[src/rtl/timer_programmable.sv]
// Programmable down-counting event timer: runtime load value, compile-time prescaler,
// one-shot or periodic mode, pause via enable, abort, done pulse and sticky irq/overrun.
module timer_programmable #(
    parameter int unsigned WIDTH    = 8,
    parameter int unsigned PRESCALE = 1
) (
    input  logic             clk,
    input  logic             reset_n,
    input  logic             enable,
    input  logic             start,
    input  logic             stop,
    input  logic [WIDTH-1:0] load_value,
    input  logic             mode,
    input  logic             clear_irq,
    output logic [WIDTH-1:0] count,
    output logic             busy,
    output logic             done,
    output logic             irq,
    output logic             overrun
);

    typedef enum logic {IDLE = 1'b0, RUN = 1'b1} state_t;

    state_t           state_q, state_d;
    logic [WIDTH-1:0] count_q, count_d;
    logic [WIDTH-1:0] reload_q, reload_d;
    logic             mode_q, mode_d;
    logic             busy_q, done_q, done_d;
    logic             irq_q, irq_d, ovr_q, ovr_d;
    logic             psc_wrap;
    logic [WIDTH-1:0] load_eff;

    assign load_eff = (load_value == '0) ? WIDTH'(1) : load_value;

    // Prescaler: only exists when more than one clock per tick is needed.
    if (PRESCALE > 1) begin : g_psc
        localparam int unsigned PSC_W = $clog2(PRESCALE);
        logic [PSC_W-1:0] psc_q;

        assign psc_wrap = (psc_q == PSC_W'(PRESCALE - 1));

        always_ff @(posedge clk or negedge reset_n) begin
            if (!reset_n) begin
                psc_q <= '0;
            end else if (stop || start) begin
                psc_q <= '0;
            end else if (state_q == RUN && enable) begin
                psc_q <= psc_wrap ? '0 : psc_q + PSC_W'(1);
            end
        end
    end else begin : g_nopsc
        assign psc_wrap = 1'b1;
    end

    // State and output registers.
    always_ff @(posedge clk or negedge reset_n) begin
        if (!reset_n) begin
            state_q  <= IDLE;
            count_q  <= '0;
            reload_q <= '0;
            mode_q   <= 1'b0;
            busy_q   <= 1'b0;
            done_q   <= 1'b0;
            irq_q    <= 1'b0;
            ovr_q    <= 1'b0;
        end else begin
            state_q  <= state_d;
            count_q  <= count_d;
            reload_q <= reload_d;
            mode_q   <= mode_d;
            busy_q   <= (state_d == RUN);
            done_q   <= done_d;
            irq_q    <= irq_d;
            ovr_q    <= ovr_d;
        end
    end

    // Next-state: stop beats start beats tick; an expiry's set beats clear_irq.
    always_comb begin
        state_d  = state_q;
        count_d  = count_q;
        reload_d = reload_q;
        mode_d   = mode_q;
        done_d   = 1'b0;
        irq_d    = clear_irq ? 1'b0 : irq_q;
        ovr_d    = clear_irq ? 1'b0 : ovr_q;

        if (stop) begin
            state_d = IDLE;
            count_d = '0;
        end else if (start) begin
            state_d  = RUN;
            reload_d = load_eff;
            count_d  = load_eff;
            mode_d   = mode;
        end else if (state_q == RUN && enable && psc_wrap) begin
            if (count_q > WIDTH'(1)) begin
                count_d = count_q - WIDTH'(1);
            end else begin
                done_d = 1'b1;
                irq_d  = 1'b1;
                ovr_d  = ovr_d | irq_q;
                if (mode_q) begin
                    count_d = reload_q;
                end else begin
                    count_d = '0;
                    state_d = IDLE;
                end
            end
        end
    end

    assign count   = count_q;
    assign busy    = busy_q;
    assign done    = done_q;
    assign irq     = irq_q;
    assign overrun = ovr_q;

endmodule

[config.mk]
export PLATFORM = sky130hd
export DESIGN_NAME = timer_programmable
export DESIGN_NICKNAME = d
export VERILOG_FILES = /design/src/rtl/timer_programmable.sv
export SDC_FILE = /design/constraint.sdc
export NUM_CORES = 1
export LEC_CHECK = 0
export ABC_AREA = 1
export BUFFER_PORTS_ARGS = -buffer_cell sky130_fd_sc_hd__buf_2
export CAP_MARGIN = 20
export CORE_MARGIN = 2
export CORE_UTILIZATION = 35
export DETAILED_ROUTE_END_ITERATION = 10
export PLACE_DENSITY_LB_ADDON = 0.2
export SLEW_MARGIN = 20
export SYNTH_ARGS = -nofsm -noshare
export SYNTH_HDL_FRONTEND = slang
export SYNTH_SLANG_ARGS = --single-unit
[constraint.sdc]
create_clock -name clk -period 2.05 [get_ports clk]
set_input_delay 0.1025 -clock clk [delete_from_list [all_inputs] [get_ports clk]]
set_output_delay 0.1025 -clock clk [all_outputs]
set_load 0.01 [all_outputs]
==> impl_results.md <==
* TritonRoute pass-1 iters at 4
* Final period util at 0.863
* Die Outline Area at 4420 µm²
* Total CTS buffers at 3
* Biggest area contributors in the synthesized netlist: dfrtp_1 (38%), nand2_1 (13%), nand3_2 (8.8%)
* Grt total ovfl at 0
* Number of post-CTS setup repair buffers at 0
* Area Growth Syn to Fin at 16.6%
* CTS tree: yes
* Number of global-route vias before repair at 1140
* GRT Overall Usage at 0.158
* Global-route wire length before repair at 5320 µm
* Comb power frac at 0.359
* Seq pwr share at 0.414
* Number of routed nets with antenna violations at 0
* Average cell area after synthesis at 7.81 µm²
* Net switching share of the total power at 0.380
* Maximum achievable frequency at 565 MHz
* Kind of start point of the critical path: flip-flop
* Finished Layout Cells at 252
* Number of fillers in the final layout at 403
* Antenna fix cells at 0
* Clock latency at the later pin of the worst-skew pair at 0.27 ns
* Int Pwr at 0.776 mW
* Maximum number of pins on one net before global-route repair at 22
* Final worst clock skew at 0.00841 ns
* Net count, final at 222
* Unrepaired setup endpoints after global routing: no
* Floorplan Core Area at 3720 µm²
* Fraction of final layout cells sized beyond drive strength 1 at 0.324
* Worst min-delay path class: in -> reg
* Mapped Area at 1370 µm²
* Setup Viol. Count Final at 0
* Worst slew slack as a fraction of its limit at 0.669
* Buffer type at the clock tree root: clkbuf_8
* Number of warnings reported in the yosys synthesis log at 0
* WP data required at 2.26 ns
* Count of state elements after synthesis at 21
* Total detailed-routing wirelength at 3000 µm
* Fin crit period at 1.77 ns
* Setup crit end kind: flip-flop
* Worst IR drop on VDD at 310 µV
* Tot Pwr at 1.25 mW
* Post-DP HPWL at 2320 µm
* Data arrival time of the critical path at 1.98 ns
* Final Max Slew Viols at 0
* Cts-stage hold buffer count at 1
* Cells on worst reg2reg path at 10
* Clock network power share at 0.227
* Maximum fanout along the worst path at 11
* # resized after CTS at 0
* Number of max-cap violations at 0
* Critical-path top delay cell: dfrtp_1
* Starting density of the core at 0.368
* Sequential-to-total area share from yosys stat at 0.384
* Routability congestion estimate at 0.800
* Synth area leader: dfrtp_1
* Vertical die dimension at 66.5 µm
* Synthesized instance count at 175
* Ratio of total power to cell area at 785 nW/µm²
* IO Pins at 27
* X dimension of the die at 66.5 µm
* Antenna violations before repair at 0
* Std cell rows at 22
* Initial detailed-routing violation count at 45
* Mean routed wirelength per cell at 11.9 µm
* Syn_nets at 192
* Number of levels in the clock H-tree at 1
* Result of the run: completed
* Worst path cell trace: inv_1, ha_1, nor2_2, nor2_4, nand2_4, inv_2, nand4_1, inv_1, nand2_1, nand2_1
* Setup Total Neg Slack at 0 ns
* Via density at 4.55
* Number of hold violations in the final report at 0
* Port Buffers at 26
* Sink count of the clock tree at 21
* Number of cells after detailed placement at 247
* Worst-margin pin slew at 0.497 ns
* Reported net switching power at 0.476 mW
* Via Count at 1147
* Start-to-end type of the worst setup path: reg -> reg
* Remaining routing DRC violations at 0
* Delay of the slowest critical-path stage at 0.45 ns
* Clk slew on worst S/H paths at 0.09 ns
* Static leakage at 0.866 nW
* Area share of the largest cell type after synthesis at 0.384
* Hold Crit Depth at 3
* Count of unique library cells instantiated by Yosys at 22
* Max Buffers Root-to-Sink at 2
[path summary, 6_finish.rpt]
path | startpoint | slack (ns) | endpoint
worst min-delay path | mode | 0.04 | mode_q$_DFFE_PN0P_
worst max-delay path | count[0]$_DFFE_PN0P_ | 0.28 | overrun$_DFF_PN0_
max in group asynchronous | reset_n | 1.38 | count[4]$_DFFE_PN0P_
min in group asynchronous | reset_n | 0.33 | busy$_DFFE_PN0P_
worst max register to register | count[0]$_DFFE_PN0P_ | 0.28 | overrun$_DFF_PN0_
worst min register to register | overrun$_DFF_PN0_ | 0.48 | overrun$_DFF_PN0_
[cell usage after synthesis]
cell type / count
nand2_1: 48
inv_1: 27
dfrtp_1: 21
nor2_1: 18
nand3_2: 12
o21ai_0: 9
a21oi_2: 7
nand2_2: 5
nand3_1: 5
inv_2: 3
nand4_1: 3
nor2_4: 3
buf_2: 2
ha_1: 2
nand2_8: 2
nor2_2: 2
a21oi_1: 1
and2_1: 1
buf_12: 1
nand2_4: 1
o21bai_1: 1
xnor2_1: 1
[state kept, by name (all words and copies together), names as in the netlist]
register,flops
irq,1
busy,1
count,8
mode_q,1
overrun,1
done,1
reload_q,8
[power by group through the flow]
stage / Sequential, mW / Combinational (mW) / Clock, mW
6_report: 0.518 / 0.449 / 0.285
5_1_grt: 0.528 / 0.513 / 0.309
4_1_cts: 0.520 / 0.457 / 0.294
3_5_place_dp: 0.528 / 0.451 / 0
3_3_place_gp: 0.525 / 0.453 / 0
2_1_floorplan: 0.532 / 0.330 / 0
[per-stage QoR]
stage	worst slack, ns	hold WS, ns	utilization	area (µm²)
2_1_floorplan	0.424	-0.193	-	1370
5_1_grt	0.104	0.0729	0.429	1590
4_1_cts	0.253	0.0312	0.429	1590
3_3_place_gp	0.361	0.0983	0.413	1540
6_report	0.280	0.0361	0.429	1590
3_5_place_dp	0.282	0.0995	0.413	1540
[cells in the final DEF (no fill, tap or decap), drive strengths merged]
| master | n |
|---|---|
| o21ai | 9 |
| clkinvlp | 1 |
| inv | 30 |
| a21oi | 8 |
| clkbuf | 3 |
| dlygate4sd3 | 1 |
| buf | 27 |
| nor2 | 23 |
| ha | 2 |
| nand2 | 56 |
| dfrtp | 21 |
| xnor2 | 1 |
| nand3 | 17 |
| o21bai | 1 |
| nand4 | 3 |
| and2 | 1 |
[metal layers]
metal  share of wire  vias up  GRT usage
met3           0.042        4     0.0236
li1                -      596          -
met5               0        -          0
met1            0.54      520      0.229
met2            0.41       27      0.238
met4           0.013        0     0.0612
[worst max-delay path, delay by kind of cell (launching register included)]
kind / cells / cell delay [ns]
and+or+nand+nor: 6 / 0.61
DFF: 1 / 0.45
buffers and inverters: 3 / 0.37
adders and majority gates: 1 / 0.29
[cell families (layout without fill, tap and decap cells)]
family | count (synthesis) | after routing | synth area share
compound gates | 18 | 18 | 0.0869
xor+xnor | 1 | 1 | 0.00641
fa+ha+maj | 2 | 2 | 0.0183
buf+inv | 33 | 62 | 0.104
flops | 21 | 21 | 0.384
simple gates | 100 | 100 | 0.400
[cell type report]
| class | instances | area (µm²) | share of cell area |
|---|---|---|---|
| tap | 48 | 60.1 | 0.0377 |
| clock buffer | 3 | 41.3 | 0.0259 |
| timing repair buffer | 28 | 148 | 0.0926 |
| multi-input combinational | 121 | 699 | 0.439 |
| sequential | 21 | 526 | 0.330 |
| clock inverter | 1 | 7.51 | 0.00471 |
| inverter | 30 | 113 | 0.0706 |
Note: power is estimated with default switching activity, not from simulation.
